--- config.mk ---
export PLATFORM = sky130hd
export DESIGN_NAME = com_bus_arbiter_n
export DESIGN_NICKNAME = d
export VERILOG_FILES = /design/src/rtl/cache_arb_pkg.sv /design/src/rtl/arb_pick.sv /design/src/rtl/com_bus_arbiter_n.sv
export SDC_FILE = /design/constraint.sdc
export NUM_CORES = 1
export LEC_CHECK = 0
export ABC_CLOCK_PERIOD_IN_PS = 4200
export BUFFER_PORTS_ARGS = -buffer_cell sky130_fd_sc_hd__buf_2
export CORE_UTILIZATION = 35
export DETAILED_ROUTE_END_ITERATION = 16
export GPL_ROUTABILITY_DRIVEN = 0
export RECOVER_POWER = 50
export SYNTH_ARGS = -nofsm -noshare
export SYNTH_HDL_FRONTEND = slang
export SYNTH_HIERARCHICAL = 1
export SYNTH_SLANG_ARGS = --single-unit
--- constraint.sdc ---
create_clock -name clk -period 4.2 [get_ports clk]
set_clock_uncertainty 0.2 [all_clocks]
set_input_delay 0.21 -clock clk [delete_from_list [all_inputs] [get_ports clk]]
set_output_delay 0.21 -clock clk [all_outputs]
set_load 0.03 [all_outputs]
--- src/rtl/cache_arb_pkg.sv ---
// Shared types and helpers for the common-bus arbiter and its pick sub-block.
package cache_arb_pkg;

    typedef enum logic {
        ARB_RR    = 1'b0,
        ARB_FIXED = 1'b1
    } arb_mode_e;

    // Index width for n slots, never narrower than one bit.
    function automatic int unsigned id_w(input int unsigned n);
        return ($clog2(n) > 1) ? $clog2(n) : 1;
    endfunction

    // Memory occupies the slot just past the last cache in debug encodings.
    function automatic int unsigned mem_snoop_idx(input int unsigned num_proc);
        return num_proc;
    endfunction

endpackage

--- src/rtl/arb_pick.sv ---
// Combinational winner picker: round-robin from ptr_i+1, or fixed lowest-index-first.
module arb_pick import cache_arb_pkg::*; #(
    parameter int unsigned Width = 8,
    parameter arb_mode_e   Mode  = ARB_RR
) (
    input  logic [Width-1:0]           req_i,
    input  logic [id_w(Width)-1:0]     ptr_i,
    output logic [Width-1:0]           gnt_o,
    output logic                       valid_o
);

    localparam int unsigned IdW = id_w(Width);

    logic [IdW-1:0] base;
    logic [IdW-1:0] idx;

    // Fixed priority is round-robin with the pointer pinned at the top slot.
    always_comb begin
        gnt_o   = '0;
        valid_o = |req_i;
        idx     = '0;
        base    = (Mode == ARB_FIXED) ? IdW'(Width - 1) : ptr_i;
        for (int k = int'(Width); k >= 1; k--) begin
            idx = IdW'((int'(base) + k) % int'(Width));
            if (req_i[idx]) begin
                gnt_o      = '0;
                gnt_o[idx] = 1'b1;
            end
        end
    end

endmodule

--- src/rtl/com_bus_arbiter_n.sv ---
// Common-bus arbiter: one processor bus owner at a time plus a snoop-response channel
// shared by the remote caches and memory while the bus is owned.
module com_bus_arbiter_n import cache_arb_pkg::*; #(
    parameter int unsigned NUM_PROC = 8,
    parameter int unsigned ARB_MODE = 0,
    parameter int unsigned MAX_HOLD = 64
) (
    input  logic                          clk,
    input  logic                          rst,
    input  logic [NUM_PROC-1:0]           com_bus_req_proc,
    output logic [NUM_PROC-1:0]           com_bus_gnt_proc,
    input  logic [NUM_PROC-1:0]           com_bus_req_snoop,
    output logic [NUM_PROC-1:0]           com_bus_gnt_snoop,
    input  logic                          mem_snoop_req,
    output logic                          mem_snoop_gnt,
    output logic                          bus_busy,
    output logic [id_w(NUM_PROC)-1:0]     proc_owner_id,
    output logic                          hold_timeout
);

    localparam int unsigned IdW  = id_w(NUM_PROC);
    localparam int unsigned CntW = $clog2(MAX_HOLD + 1);
    localparam arb_mode_e   Mode = (ARB_MODE == 0) ? ARB_RR : ARB_FIXED;

    typedef enum logic [0:0] {StIdle, StOwned} proc_st_e;

    proc_st_e            st_q, st_d;
    logic [NUM_PROC-1:0] gnt_proc_q, gnt_proc_d, gnt_snoop_q, gnt_snoop_d;
    logic                mem_gnt_q, mem_gnt_d, busy_q, busy_d, timeout_q, timeout_d;
    logic [IdW-1:0]      owner_q, owner_d, proc_ptr_q, proc_ptr_d, snoop_ptr_q, snoop_ptr_d;
    logic [CntW-1:0]     cnt_q, cnt_d;

    logic [NUM_PROC-1:0] proc_win, snoop_win, snoop_elig;
    logic [IdW-1:0]      proc_win_idx, snoop_win_idx;
    logic                proc_valid, snoop_valid, owner_req, snoop_held;

    assign snoop_elig = com_bus_req_snoop & ~gnt_proc_q;
    assign owner_req  = |(com_bus_req_proc & gnt_proc_q);
    assign snoop_held = |(com_bus_req_snoop & gnt_snoop_q);

    arb_pick #(.Width(NUM_PROC), .Mode(Mode)) u_proc_pick (
        .req_i   (com_bus_req_proc),
        .ptr_i   (proc_ptr_q),
        .gnt_o   (proc_win),
        .valid_o (proc_valid)
    );

    arb_pick #(.Width(NUM_PROC), .Mode(Mode)) u_snoop_pick (
        .req_i   (snoop_elig),
        .ptr_i   (snoop_ptr_q),
        .gnt_o   (snoop_win),
        .valid_o (snoop_valid)
    );

    always_comb begin
        proc_win_idx  = '0;
        snoop_win_idx = '0;
        for (int i = 0; i < NUM_PROC; i++) begin
            if (proc_win[i])  proc_win_idx  = IdW'(i);
            if (snoop_win[i]) snoop_win_idx = IdW'(i);
        end
    end

    // Snoop grants default to zero so any release or handover clears them.
    always_comb begin
        st_d        = st_q;
        gnt_proc_d  = gnt_proc_q;
        owner_d     = owner_q;
        proc_ptr_d  = proc_ptr_q;
        snoop_ptr_d = snoop_ptr_q;
        gnt_snoop_d = '0;
        mem_gnt_d   = 1'b0;
        cnt_d       = cnt_q;
        if (st_q == StOwned && owner_req) begin
            if (cnt_q != CntW'(MAX_HOLD)) cnt_d = cnt_q + 1'b1;
            if (snoop_held) begin
                gnt_snoop_d = gnt_snoop_q;
            end else if (mem_gnt_q && mem_snoop_req) begin
                mem_gnt_d = 1'b1;
            end else if (snoop_valid) begin
                gnt_snoop_d = snoop_win;
                snoop_ptr_d = snoop_win_idx;
            end else begin
                mem_gnt_d = mem_snoop_req;
            end
        end else if (proc_valid) begin
            st_d       = StOwned;
            gnt_proc_d = proc_win;
            owner_d    = proc_win_idx;
            proc_ptr_d = proc_win_idx;
            cnt_d      = CntW'(1);
        end else begin
            st_d       = StIdle;
            gnt_proc_d = '0;
            owner_d    = '0;
            cnt_d      = '0;
        end
        busy_d    = (st_d == StOwned);
        timeout_d = (cnt_d == CntW'(MAX_HOLD)) && (cnt_q != CntW'(MAX_HOLD));
    end

    always_ff @(posedge clk) begin
        if (rst) begin
            st_q        <= StIdle;
            gnt_proc_q  <= '0;
            gnt_snoop_q <= '0;
            mem_gnt_q   <= 1'b0;
            busy_q      <= 1'b0;
            timeout_q   <= 1'b0;
            owner_q     <= '0;
            proc_ptr_q  <= IdW'(NUM_PROC - 1);
            snoop_ptr_q <= IdW'(NUM_PROC - 1);
            cnt_q       <= '0;
        end else begin
            st_q        <= st_d;
            gnt_proc_q  <= gnt_proc_d;
            gnt_snoop_q <= gnt_snoop_d;
            mem_gnt_q   <= mem_gnt_d;
            busy_q      <= busy_d;
            timeout_q   <= timeout_d;
            owner_q     <= owner_d;
            proc_ptr_q  <= proc_ptr_d;
            snoop_ptr_q <= snoop_ptr_d;
            cnt_q       <= cnt_d;
        end
    end

    assign com_bus_gnt_proc  = gnt_proc_q;
    assign com_bus_gnt_snoop = gnt_snoop_q;
    assign mem_snoop_gnt     = mem_gnt_q;
    assign bus_busy          = busy_q;
    assign proc_owner_id     = owner_q;
    assign hold_timeout      = timeout_q;

endmodule

==> out/metrics.cfg <==
[grt]
antenna_found_initial = 0
grt_pass1_wl_um = 22500
grt_max_degree = 32
grt_use_total_pct = 21.1
first_global_vias = 4394
grt_overflow = 0

[critical_path]
cp_max_fo = 9
crit_arrival_ns = 3.71
cp.required_ns = 4.20
path_cells = inv_1 > ha_1 > mux4_2 > mux2_2 > nand2b_1 > a221oi_1 > o221ai_1 > o31ai_1 > nand3_1 > a21oi_1
cpLargestDelayFamily = compound AO/OA/AOI/OAI gates
critPathCaptureType = register
start_kind = register
cp_num_buf_inv = 1
cp_slowest_stage_delay_ns = 0.53
r2r-start = proc_ptr_q[2]
crit_start = proc_ptr_q[2]
crit_type = register to register
slowest_stage = mux4_2

[timing]
post-route-period-util_pct = 88.2
setup_ws_ns = 0.495
rsz0062_at_grt = no
slew_viol_final = 15
clock.fmax_mhz = 270
setup_tns_ns = 0
fin_crit_ns = 3.70
max_slew.worst_pin.slew_ns = 2.19
setup_viol = 0
slew_headroom_pct = -47.6
hold_violations = 0

[synthesis]
netlist_instances = 527
ys_ff_latch = 35
ys_seq_area_share_pct = 15.8
synthFlopType = dfxtp_1
synthTopCellsByArea = dfxtp_1, mux4_2, nand2_1
syn_area_per_cell_um2 = 8.44
synth_edf_count = 0
synth_nets = 560
yosys_warnings = 6
syn_area_mm2 = 0.00445
yosys.area.top_type = dfxtp_1
synth_cell_types = 58
postSynth.asyncResetShare_pct = 0
synth_top_area_share_pct = 15.8

[pwr]
power.density_mw_per_mm2 = 955
ir_worst_vdd_uv = 539
totalPowerFinal_mw = 4.67
p_leak_nw = 1.81

[clock_tree]
post_cts_resized = 0
clkTransAtPathRegs_ns = 0.05
hold_buffers = 1
h-tree-depth = 2
cts_num_sinks = 35
cts_setup_buffers = 0
clkLatencyLatePin_ns = 0.28
cts_tree = built
clockBufferDepth = 2
cts_inserted_buffers = 5
root_buffer = clkbuf_16

[route]
final_antenna_net_count = 0
num_vias = 4536
drt_iter0_drc = 604
wl_per_cell_um = 18.2
route.detailed.drc = 0
post_drt_via_cell_ratio = 6.21
drt-total-wl_um = 13300
drt-pass1-iter-count = 6

[run_status]
violations = capacitance limit, slew limit
outcome = finished, violations left

[floorplanning]
core_mm2 = 0.0122
rows = 40
ioPinCount = 41
start_util_pct = 36.4
dieArea_mm2 = 0.0132
die_w_um = 115
dieHeight_um = 115

[place]
dp_hpwl_um = 10000
pre_cts_ws_ns = 0.570
place_inst = 721
io_buffers = 40

[final_layout]
nFillCells = 1265
fin_nets = 594
final_util_pct = 40.0
diodes = 0
final_layout_size_suffix_gt1_share_pct = 16.2
final_cells = 730
area_growth_pct = 9.90

[hold_path]
min-delay-start = rst
hold_path_class = input pin to register

[flow_run]
cap_violations = 1

[routing by layer]
layer / global-route usage, % / part of all wire (%) / vias to the layer above / routed length, um
li1: - / - / 2103 / -
met1: 28.6 / 43 / 2158 / 5730
met2: 34.9 / 48 / 241 / 6370
met3: 2.75 / 7.0 / 34 / 937
met4: 6.84 / 2.0 / 0 / 270
met5: 0 / 0 / - / 0
[power breakdown]
part           internal (mW)  total (mW)  leakage, nW  switching (mW)
Clock                  0.219       0.357       0.0669           0.138
Sequential             0.411       0.479        0.285          0.0679
Combinational           1.53        3.83         1.45            2.30
Total                   2.16        4.67         1.81            2.50
[through the flow]
stage / hold WS, ns / instance area [um^2]
finish: 0.170 / 4890
global route: 0.204 / 4890
CTS: 0.168 / 4950
detailed placement: 0.246 / 4800
global placement: 0.240 / 4800
floorplan: 0.151 / 4450
[cells in the mapped netlist (all sizes together) (16+ instances only)]
master / count
mux4: 28
a22oi: 20
o221ai: 16
nor2: 27
nand2: 57
inv: 29
nor2b: 22
a221oi: 16
nand3: 35
buf: 18
mux2: 18
dfxtp: 35
a21oi: 41
[cell usage in the layout (no fill, tap or decap), drive strengths merged, types with 2 or more instances in the layout]
cell / n
o221ai: 16
o21ai: 14
a2bb2oi: 2
nand3: 35
nor2b: 22
nand2b: 6
and2: 10
a221oi: 16
o311ai: 4
o211ai: 13
o22ai: 3
buf: 31
dfxtp: 35
o41ai: 2
nor4: 6
xor2: 6
a21oi: 41
a22o: 4
or2: 2
ha: 14
xnor2: 14
mux4: 28
mux2i: 11
o22a: 10
o32a: 4
and3: 2
inv: 29
nor2: 27
mux2: 18
nand4: 6
a22oi: 20
clkbuf: 28
nand2: 57
nor3: 11
[kinds of logic (layout without fill, tap and decap cells)]
family,after synthesis,count (layout),synth area share (%)
xor gates and xnor gates,20,20,3.94
and+or+nand+nor,189,189,21.4
buffers and inverters,56,91,5.91
DFF,35,35,15.8
muxes,57,57,22.2
adders and majority gates,14,14,3.94
AOI/OAI and AO/OA,156,156,26.9
[state kept, by name, summed over array words and instances (netlist names)]
signal	flops
snoop_ptr_q	3
proc_ptr_q	3
proc_owner_id	3
bus_busy	1
cnt_q	7
com_bus_gnt_snoop	8
hold_timeout	1
mem_snoop_gnt	1
com_bus_gnt_proc	8
[worst paths after layout]
check | slack, ns | cells past startpoint | to
max | 0.50 | 10 | proc_owner_id[1]
min | 0.17 | 2 | bus_busy
max reg2reg | 0.50 | 10 | proc_owner_id[1]
min reg2reg | 0.25 | 2 | proc_owner_id[2]
[final cells by class]
type | count | area [um^2] | share of cell area (%)
inverters | 29 | 109 | 2.23
flip-flops and latches | 35 | 701 | 14.3
repair buffers | 54 | 280 | 5.73
well taps | 168 | 210 | 4.30
clock buffers | 6 | 129 | 2.64
clock inverters | 2 | 12.5 | 0.256
multi-input cells | 436 | 3450 | 70.5
(Power assumes the default switching activity.)
